===== src/rtl/pipeline_hazard_ctrl.sv =====
// Stall/flush controller for the 5-stage pipeline: RAW hazard detection, data-memory wait
// sequencing and a saturating count of stalled cycles.
module pipeline_hazard_ctrl #(
    parameter int MEM_WAIT = 6,
    parameter int REG_AW   = 5,
    parameter int CNT_W    = 16
) (
    input  logic              clk,
    input  logic              rst,
    input  logic [REG_AW-1:0] id_src1,
    input  logic [REG_AW-1:0] id_src2,
    input  logic              id_two_src,
    input  logic [REG_AW-1:0] exe_dest,
    input  logic              exe_wb_en,
    input  logic              exe_mem_read,
    input  logic [REG_AW-1:0] mem_dest,
    input  logic              mem_wb_en,
    input  logic              fwd_en,
    input  logic              branch_taken,
    input  logic              mem_req,
    output logic              if_stall,
    output logic              id_bubble,
    output logic              if_flush,
    output logic              mem_freeze,
    output logic              mem_ready,
    output logic [CNT_W-1:0]  stall_cycles
);

    localparam int WAIT_W = (MEM_WAIT > 2) ? $clog2(MEM_WAIT - 1) : 1;

    typedef enum logic [1:0] {IDLE, ACCESS, DONE} mem_state_t;

    mem_state_t        state;
    logic [WAIT_W-1:0] wait_cnt;
    logic              exe_hz;
    logic              mem_hz;
    logic              hazard;
    logic              freeze_raw;

    // Register 0 is hard-wired zero, so it never creates a dependency.
    function automatic logic reg_match(input logic [REG_AW-1:0] a, input logic [REG_AW-1:0] b);
        return (a == b) && (a != '0);
    endfunction

    always_comb begin
        exe_hz = exe_wb_en & (reg_match(id_src1, exe_dest) |
                              (id_two_src & reg_match(id_src2, exe_dest)));
        mem_hz = mem_wb_en & (reg_match(id_src1, mem_dest) |
                              (id_two_src & reg_match(id_src2, mem_dest)));
        if (branch_taken)
            hazard = 1'b0;
        else if (fwd_en)
            hazard = exe_hz & exe_mem_read;
        else
            hazard = exe_hz | mem_hz;
    end

    assign freeze_raw = ((state == IDLE) && mem_req) || (state == ACCESS);

    // A frozen pipeline holds everything, so it must neither absorb a bubble nor flush.
    assign mem_freeze = ~rst & freeze_raw;
    assign if_stall   = ~rst & (hazard | freeze_raw);
    assign id_bubble  = ~rst & hazard & ~freeze_raw;
    assign if_flush   = ~rst & branch_taken & ~freeze_raw;

    always_ff @(posedge clk) begin
        if (rst) begin
            state     <= IDLE;
            wait_cnt  <= '0;
            mem_ready <= 1'b0;
        end else begin
            mem_ready <= 1'b0;
            case (state)
                IDLE: begin
                    if (mem_req) begin
                        state    <= ACCESS;
                        wait_cnt <= WAIT_W'(MEM_WAIT - 2);
                    end
                end
                ACCESS: begin
                    if (wait_cnt == '0) begin
                        state     <= DONE;
                        mem_ready <= 1'b1;
                    end else begin
                        wait_cnt <= wait_cnt - 1'b1;
                    end
                end
                DONE:    state <= IDLE;
                default: state <= IDLE;
            endcase
        end
    end

    always_ff @(posedge clk) begin
        if (rst)
            stall_cycles <= '0;
        else if (if_stall && (stall_cycles != '1))
            stall_cycles <= stall_cycles + 1'b1;
    end

endmodule


===== config.mk =====
export PLATFORM = sky130hd
export DESIGN_NAME = pipeline_hazard_ctrl
export DESIGN_NICKNAME = d
export VERILOG_FILES = /design/src/rtl/pipeline_hazard_ctrl.sv
export SDC_FILE = /design/constraint.sdc
export NUM_CORES = 1
export LEC_CHECK = 0
export BUFFER_PORTS_ARGS = -buffer_cell sky130_fd_sc_hd__buf_2
export CAP_MARGIN = 40
export CORE_MARGIN = 3
export CORE_UTILIZATION = 35
export DETAILED_ROUTE_END_ITERATION = 8
export PLACE_DENSITY = 0.65
export SYNTH_ARGS = -nofsm -noshare
export SYNTH_HDL_FRONTEND = slang
export SYNTH_SLANG_ARGS = --single-unit
export TNS_END_PERCENT = 1

===== constraint.sdc =====
create_clock -name clk -period 2.6 [get_ports clk]
set_input_delay 0.39 -clock clk [delete_from_list [all_inputs] [get_ports clk]]
set_output_delay 0.39 -clock clk [all_outputs]
set_load 0.02 [all_outputs]

==> impl_metrics.yaml, run 1 <==
synthesis:
  ys_top_cells_by_area: "dfxtp_1 31%, xnor2_1 9.8%, nor2_1 5.0%"
  synth_top_area_cell: "dfxtp_1"
  ys_seq_area_share_pct: 30.9
  async_flop_share_pct: 0
  synthFlopType: "dfxtp_1"
  synth_fp_nets: 199
  yosys_warnings: 0
  synth_edf_count: 0
  syn_area_um2: 1430
  netlist.area_leader.share_pct: 30.9
  synth.distinct_cells: 40
  syn_inst: 167
  synth_area_per_cell_um2: 8.55
  ys_ff_latch: 22
route:
  wl_per_cell_um: 13.0
  via_count: 1337
  wl_um: 3440
  viasPerCell: 5.05
  drtAntennaViolNets: 0
  drc_errors: 0
  first_iter_violations: 44
  drtPass1Iterations: 4
place:
  gp_routability_congestion: 0.869
  port_buffers: 49
  pre_cts_ws_ps: 237
  place_hpwl_um: 2720
  dpl_cell_area_um2: 1720
pwr:
  total_power_uw: 805
  p_per_area_nw_per_um2: 453
  p_leak_nw: 0.777
  peakVddDrop_mv: 0.279
timing:
  rsz0062_at_grt: "no"
  layout_worst_path_cycle_share_pct: 90.0
  finalCriticalPeriod_ps: 2340
  fin_skew_ps: 2.96
  slew_viol_final: 0
  worstMarginPinSlew_ps: 604
  slew_headroom_pct: 59.7
  setup_ws_ps: 260
  finalHoldViolations: 0
  setup_violations: 0
  max_freq_mhz: 427
  fin_setup_tns_ps: 0
clock_network:
  cts_buffer_depth: 2
  clkSinkCount: 22
  post_cts_buffers: 0
  cts_buffers: 3
  cts_tree: "built"
  ctsRootBufferMaster: "clkbuf_8"
  clock_latency_ps: 260
  post_cts_resized: 0
  htreeDepth: 1
  cts.reportedPaths.clkPinSlew_ps: 80
  cts_hold_buf: 0
setup_path:
  critPathLaunchType: "input port"
  critPathTopFamily: "simple AND/OR/NAND/NOR gates"
  r2r_end: "stall_cycles[4]$_SDFFE_PP0P_"
  end_kind: "output port"
  cp_data_required_time_ps: 2210
  reg2reg_depth: 7
  cp_cell_sequence: "buf_2 > or4_1 > o21ai_1 > nor4_1 > o211ai_1 > a31oi_1 > buf_2"
  worstPathMaxFanout: 4
  r2r_slack_ps: 480
  worstPathArrival_ps: 1950
  path_buf_inv: 2
  critical_path_class: "in -> out"
  reg2reg_from: "stall_cycles[0]$_SDFFE_PP0P_"
  crit_slowest_cell: "or4_1"
  max_stage_delay_ps: 520
  crit_start: "id_src2[1]"
  cp_common_cell: "buf_2"
cells_and_area:
  final_common_cell: "buf_2"
  nFillCells: 396
  mostFrequentLayoutCells: "49 x buf_2, 22 x dfxtp_1, 19 x nor2_1, 16 x xnor2_1, 12 x nand3_1"
  diodes: 0
  finalInstanceArea_um2: 1780
  drive_above_1_share_pct: 29.0
  area_growth_pct: 24.5
  final_nets: 250
global_routing:
  grt_max_degree: 33
  grt_pass1_wl_um: 6080
  grt.total_usage_pct: 15.1
  antenna_found_initial: 0
  grt_overflow_total: 0
  grt_pass1_vias: 1304
status:
  run_status: "completed"
min_path:
  worstHoldStart: "wait_cnt[0]$_SDFFE_PP0P_"
  hold_path_depth: 1
  hold_class: "reg -> reg"
  min_to: "wait_cnt[0]$_SDFFE_PP0P_"
die:
  io_pins: 50
  initial_core_util_pct: 37.6
  dieArea_um2: 4880
  die_h_um: 69.9
  core_um2: 3800
  fp-row-count: 22
  die_w_um: 69.9
job:
  cap_violations: 0
[synth_stat cells, types with 2 or more instances]
| library cell | instances |
|---|---|
| a21oi_1 | 2 |
| a311oi_1 | 3 |
| xnor2_1 | 16 |
| or4_1 | 2 |
| nor4_1 | 4 |
| nand2b_1 | 2 |
| mux2_1 | 5 |
| a21o_1 | 4 |
| nor2_1 | 19 |
| xor2_1 | 8 |
| dfxtp_1 | 22 |
| and4_1 | 2 |
| nor3b_1 | 3 |
| clkbuf_1 | 3 |
| nand3_1 | 12 |
| nor2b_1 | 7 |
| inv_1 | 9 |
| o21ai_1 | 2 |
| a21oi_2 | 3 |
| a31oi_1 | 2 |
| nand4_1 | 4 |
| ha_1 | 3 |
| nor4bb_1 | 2 |
| and3_1 | 9 |
| nand2_1 | 4 |
[metrics by stage]
stage	hold WS (ps)	instances	util (%)
2_1_floorplan	447	167	-
3_3_place_gp	469	261	45.3
3_5_place_dp	470	261	45.3
4_1_cts	485	265	46.8
5_1_grt	516	265	46.8
6_report	480	265	46.8
[worst reg2reg max path, cell delays in order, from the launching register on]
cell	delay (ps)
dfxtp_1	350
ha_1	240
and3_1	240
nand4_1	200
o211ai_2	130
a31oi_1	330
and3_1	220
mux2_4	290
[metal layers]
layer / global-route usage (%) / vias to the layer above / share of wire (%)
met5: 0 / - / 0
met4: 3.83 / 0 / 1.3
met3: 3.17 / 5 / 3.2
met2: 24.2 / 16 / 48
met1: 20.5 / 616 / 47
li1: - / 700 / -
[power breakdown]
| group | switching, mW | internal [mW] |
|---|---|---|
| combinational | 0.109 | 0.0831 |
| clock | 0.109 | 0.135 |
| sequential | 0.0151 | 0.355 |
[cell type report]
cell class | count | area, um2 | area share [%]
clock buffers | 4 | 55.1 | 3.10
inverters | 9 | 33.8 | 1.90
multi-input cells | 131 | 927 | 52.2
flip-flops and latches | 22 | 440 | 24.8
well taps | 48 | 60.1 | 3.38
repair buffers | 51 | 260 | 14.6
[sequential cells by signal, indices dropped and copies added (netlist names)]
signal	cells
mem_ready	1
state	2
wait_cnt	3
stall_cycles	16
[how the worst max path moves through the flow]
stage | to | cells past startpoint
2_1_floorplan | id_bubble | 5
3_3_place_gp | stall_cycles[4]$_SDFFE_PP0P_ | 8
3_5_place_dp | stall_cycles[4]$_SDFFE_PP0P_ | 8
4_1_cts | id_bubble | 7
5_1_grt | id_bubble | 7
6_report | if_stall | 7
[cell families after synthesis]
family | synth area share, %
simple gates | 29.0
xor+xnor | 14.7
flops | 30.8
compound gates | 12.9
mux | 5.70
buf+inv | 4.21
fa+ha+maj | 2.63
Power figures use the tool's default switching activity.
==> inputs of run 2 (changes only) <==
CELL_PAD_IN_SITES_DETAIL_PLACEMENT = 1   (was default)
CELL_PAD_IN_SITES_GLOBAL_PLACEMENT = 2   (was default)
CORE_UTILIZATION = 28   (was 35)
PLACE_DENSITY = 0.85   (was 0.65)
REMOVE_ABC_BUFFERS = 1   (was default)
==> run 2 against run 1 <==
Clock power is 34% higher. Hold slack better by 12 ps. Clock skew is 1.7 ps higher. Design area is 3.1% higher. Critical path type unchanged. Critical endpoint is now id_bubble. Highest routed layer unchanged.
==> impl_metrics.yaml, run 2 (synthesis results as in run 1) <==
min_path:
  worstHoldStart: "wait_cnt[2]$_SDFFE_PP0P_"
  hold_class: "reg -> reg"
setup_path:
  critPathLaunchType: "input port"
  worstPathArrival_ps: 2020
  cp_data_required_time_ps: 2210
  reg2reg_from: "stall_cycles[7]$_SDFFE_PP0P_"
  crit_start: "id_src1[4]"
  worstPathMaxFanout: 4
  end_kind: "output port"
  critical_path_class: "in -> out"
global_routing:
  grt_pass1_vias: 1456
  met2_usage_pct: 26.0
  busiest_layer: "met2"
  grt_max_degree: 33
  grt.total_usage_pct: 14.1
  grt_overflow_total: 0
  use_met1_pct: 16.3
  use_met3_pct: 3.02
  antenna_found_initial: 0
  grt_pass1_wl_um: 6860
pwr:
  peakVddDrop_mv: 0.176
  p_per_area_nw_per_um2: 490
  p_leak_nw: 0.794
route:
  drtPass1Iterations: 4
  via_count: 1380
  wl_um: 4010
  wl_per_cell_um: 14.0
  viasPerCell: 4.83
  first_iter_violations: 54
  drc_errors: 0
  drtAntennaViolNets: 0
timing:
  layout_worst_path_cycle_share_pct: 92.9
  worstMarginPinSlew_ps: 610
  slew_viol_final: 0
  whs_ps: 492
  setup_ws_ps: 185
  finalCriticalPeriod_ps: 2410
  rsz0062_at_grt: "no"
  setup_violations: 0
  fin_skew_ps: 4.67
  max_freq_mhz: 414
  fin_setup_tns_ps: 0
  finalHoldViolations: 0
  slew_headroom_pct: 59.3
clock_network:
  htreeDepth: 1
  clkSinkCount: 22
  cts.reportedPaths.clkPinSlew_ps: 90
  clock_latency_ps: 270
  cts_buffer_depth: 2
  post_cts_resized: 0
  post_cts_buffers: 0
  cts_hold_buf: 0
  cts_buffers: 3
  cts_tree: "built"
  ctsRootBufferMaster: "clkbuf_8"
place:
  place_hpwl_um: 3250
  pre_cts_ws_ps: 149
  port_buffers: 49
  gp_routability_congestion: 0.779
cells_and_area:
  area_growth_pct: 28.3
  mostFrequentLayoutCells: "49 x buf_2, 22 x dfxtp_1, 19 x nor2_1, 16 x xnor2_1, 12 x nand3_1"
  final_nets: 252
  largest_reg_flops: 16
  reg_top3: "stall_cycles: 16 flops, wait_cnt: 3 flops, state: 2 flops"
  largest_register: "stall_cycles"
  final_common_cell: "buf_2"
  drive_above_1_share_pct: 29.7
  diodes: 0
die:
  dieArea_um2: 5990
  die_w_um: 77.4
  initial_core_util_pct: 29.6
  core_um2: 4820
  die_h_um: 77.4
  io_pins: 50
  fp-row-count: 25
job:
  cap_violations: 0
status:
  run_status: "completed"
run 2: cell types whose count changed in the layout (fill, tap and decap cells not counted), sizes merged:
| cell | delta |
|---|---|
| buf | +2 |
| clkbuf | -1 |
| bufinv | +1 |
run 2: worst max-delay path: stages:
cell	delay (ps)
buf_2	120
xnor2_1	190
nand3_1	100
nor4_1	460
o21ai_1	230
a211oi_1	320
buf_2	220
run 2: layout make-up:
class	count	area (um2)
Multi-Input combinational cell	131	927
Fill cell	626	2990
Clock inverter	1	30.0
Timing Repair Buffer	53	275
Tap cell	67	83.8
Clock buffer	3	41.3
Inverter	9	33.8
Sequential cell	22	440
run 2: stage by stage:
| stage | util, % | instance area, um2 | total power [mW] | cells |
|---|---|---|---|---|
| 2_1_floorplan | - | 1400 | 0.492 | 162 |
| 3_3_place_gp | 36.5 | 1760 | 0.574 | 282 |
| 3_5_place_dp | 36.5 | 1760 | 0.581 | 282 |
| 4_1_cts | 38.0 | 1830 | 0.912 | 286 |
| 5_1_grt | 38.0 | 1830 | 0.950 | 286 |
| 6_report | 38.0 | 1830 | 0.897 | 286 |
run 2: path summary, 6_finish.rpt:
check                           slack, ps                             to  cells after the start
worst max-delay path                  190                      id_bubble                      7
worst min-delay path                  490       wait_cnt[2]$_SDFFE_PP0P_                      2
worst max register to register        520  stall_cycles[10]$_SDFFE_PP0P_                      7
worst min register to register        490       wait_cnt[2]$_SDFFE_PP0P_                      2
run 2: per-layer routing:
metal / routed length (um) / vias to the layer above
met2: 2120 / 15
met5: 0 / -
met3: 112 / 5
met1: 1740 / 657
li1: - / 703
met4: 35 / 0
run 2: power by group:
part	total [mW]	leakage, nW	internal (mW)	switching [mW]
Combinational	0.199	0.580	0.0862	0.113
Sequential	0.370	0.179	0.355	0.0151
Clock	0.328	0.0357	0.206	0.122
==> inputs of run 3 (changes only) <==
CORE_ASPECT_RATIO = 1.75   (was default)
GPL_TIMING_DRIVEN = 0   (was default)
==> run 3 against run 2 <==
Clock skew up 4.1 ps. First-iteration DRC count down 15%. Maximum frequency rose by 0.34%. Cell count fell by 6.6%. Critical path depth did not move. Largest cell class unchanged. Largest power group unchanged. Highest routed layer unchanged.
==> impl_metrics.yaml, run 3 (synthesis results as in run 1) <==
clock_network:
  clock_latency_ps: 260
  cts_hold_buf: 0
  post_cts_buffers: 0
  clkSinkCount: 22
  cts_buffer_depth: 2
  cts.reportedPaths.clkPinSlew_ps: 70
  htreeDepth: 1
  ctsRootBufferMaster: "clkbuf_8"
  cts_tree: "built"
  post_cts_resized: 0
  cts_buffers: 3
route:
  wl_per_cell_um: 15.3
  drc_errors: 0
  drtPass1Iterations: 4
  highest_layer: "met4"
  wl_met1_um: 1600
  first_iter_violations: 46
  drtAntennaViolNets: 0
  viasPerCell: 5.27
  wl_um: 4080
  via_count: 1406
  dr_wl_met2_um: 2160
  wl_met3_um: 255
timing:
  max_freq_mhz: 416
  finalHoldViolations: 0
  fin_skew_ps: 8.73
  rsz0062_at_grt: "no"
  layout_worst_path_cycle_share_pct: 92.6
  slew_headroom_pct: 61.2
  slew_viol_final: 0
  worstMarginPinSlew_ps: 583
  whs_ps: 483
  setup_violations: 0
  finalCriticalPeriod_ps: 2410
die:
  fp-row-count: 33
  die_w_um: 60.0
  dieArea_um2: 6030
  io_pins: 50
  die_h_um: 100
  initial_core_util_pct: 29.8
  core_um2: 4790
cells_and_area:
  nFillCells: 598
  largest_reg_flops: 16
  final_common_cell: "buf_2"
  final_nets: 248
  regArea_um2: 440
  multi_input_area_um2: 927
  drive_above_1_share_pct: 28.4
  layoutNonFillerInstCount: 267
  reg_top3: "stall_cycles: 16 flops, wait_cnt: 3 flops, state: 2 flops"
  diodes: 0
  mostFrequentLayoutCells: "49 x buf_2, 22 x dfxtp_1, 19 x nor2_1, 16 x xnor2_1, 12 x nand3_1"
  largest_register: "stall_cycles"
  area_growth_pct: 24.9
status:
  run_status: "completed"
setup_path:
  critPathLaunchType: "input port"
  worstPathArrival_ps: 2020
  crit_slowest_cell: "or4_1"
  critical_path_class: "in -> out"
  end_kind: "output port"
  cp_cell_sequence: "buf_2 > or4_1 > o21ai_1 > nor4_1 > o211ai_1 > a31oi_1 > buf_2"
  cp_common_cell: "buf_2"
  worst-path-stages: 7
  critPathTopFamily: "compound AO/OA/AOI/OAI gates"
  max_stage_delay_ps: 520
  path_buf_inv: 2
  worstPathMaxFanout: 4
  reg2reg_depth: 7
  cp_data_required_time_ps: 2210
global_routing:
  grt_pass1_wl_um: 6560
  grt_overflow_total: 0
  grt.total_usage_pct: 14.0
  grt_pass1_vias: 1451
  grt_max_degree: 33
  antenna_found_initial: 0
min_path:
  hold_class: "reg -> reg"
  hold_path_depth: 1
place:
  gp_routability_congestion: 0.747
  place_hpwl_um: 3280
  port_buffers: 49
  dpl.cell_count: 263
pwr:
  peakVddDrop_mv: 0.226
  p_per_area_nw_per_um2: 492
  p_leak_nw: 0.774
  total_power_uw: 878
job:
  cap_violations: 0
## run 3: changes by cell type in the layout (fill, tap and decap cells not counted)
cell,previous run,this run
buf_4,4,0
## run 3: layer usage
layer	vias up	track usage, %
met5	-	0
met4	0	5.29
met3	4	2.05
li1	691	-
met1	667	15.6
met2	44	25.5
## run 3: report_power, final
group	switching [mW]	total, mW	internal, mW
Sequential	0.0148	0.369	0.355
Combinational	0.113	0.193	0.0803
Clock	0.110	0.316	0.205
## run 3: worst paths after layout
check | from | end | slack, ps
worst min register to register | wait_cnt[0]$_SDFFE_PP0P_ | wait_cnt[0]$_SDFFE_PP0P_ | 480
worst min-delay path | wait_cnt[0]$_SDFFE_PP0P_ | wait_cnt[0]$_SDFFE_PP0P_ | 480
worst max register to register | stall_cycles[0]$_SDFFE_PP0P_ | stall_cycles[9]$_SDFFE_PP0P_ | 250
worst max-delay path | id_src2[1] | if_stall | 190
## run 3: area by class of cell
cell class | instances | area share (%)
Multi-Input combinational cell | 131 | 52.0
Clock buffer | 3 | 2.32
Clock inverter | 1 | 1.68
Inverter | 9 | 1.89
Timing Repair Buffer | 49 | 13.8
Tap cell | 52 | 3.65
Sequential cell | 22 | 24.7
## run 3: worst reg2reg max path: cells and delay by family (launching register included)
kind,cells,cell delay [ps]
and+or+nand+nor,4,1170
DFF,1,410
muxes,1,330
adders and majority gates,1,190
AOI/OAI and AO/OA,1,140
## run 3: through the flow
step | utilization, % | cell area [um2] | setup slack (ps) | setup TNS [ps]
CTS | 37.2 | 1780 | 144 | 0
finish | 37.2 | 1780 | 193 | 0
floorplan | - | 1400 | 395 | 0
global route | 37.2 | 1780 | 38.7 | 0
global placement | 35.7 | 1710 | -41.4 | -82.3
detailed placement | 35.7 | 1710 | -124 | -484
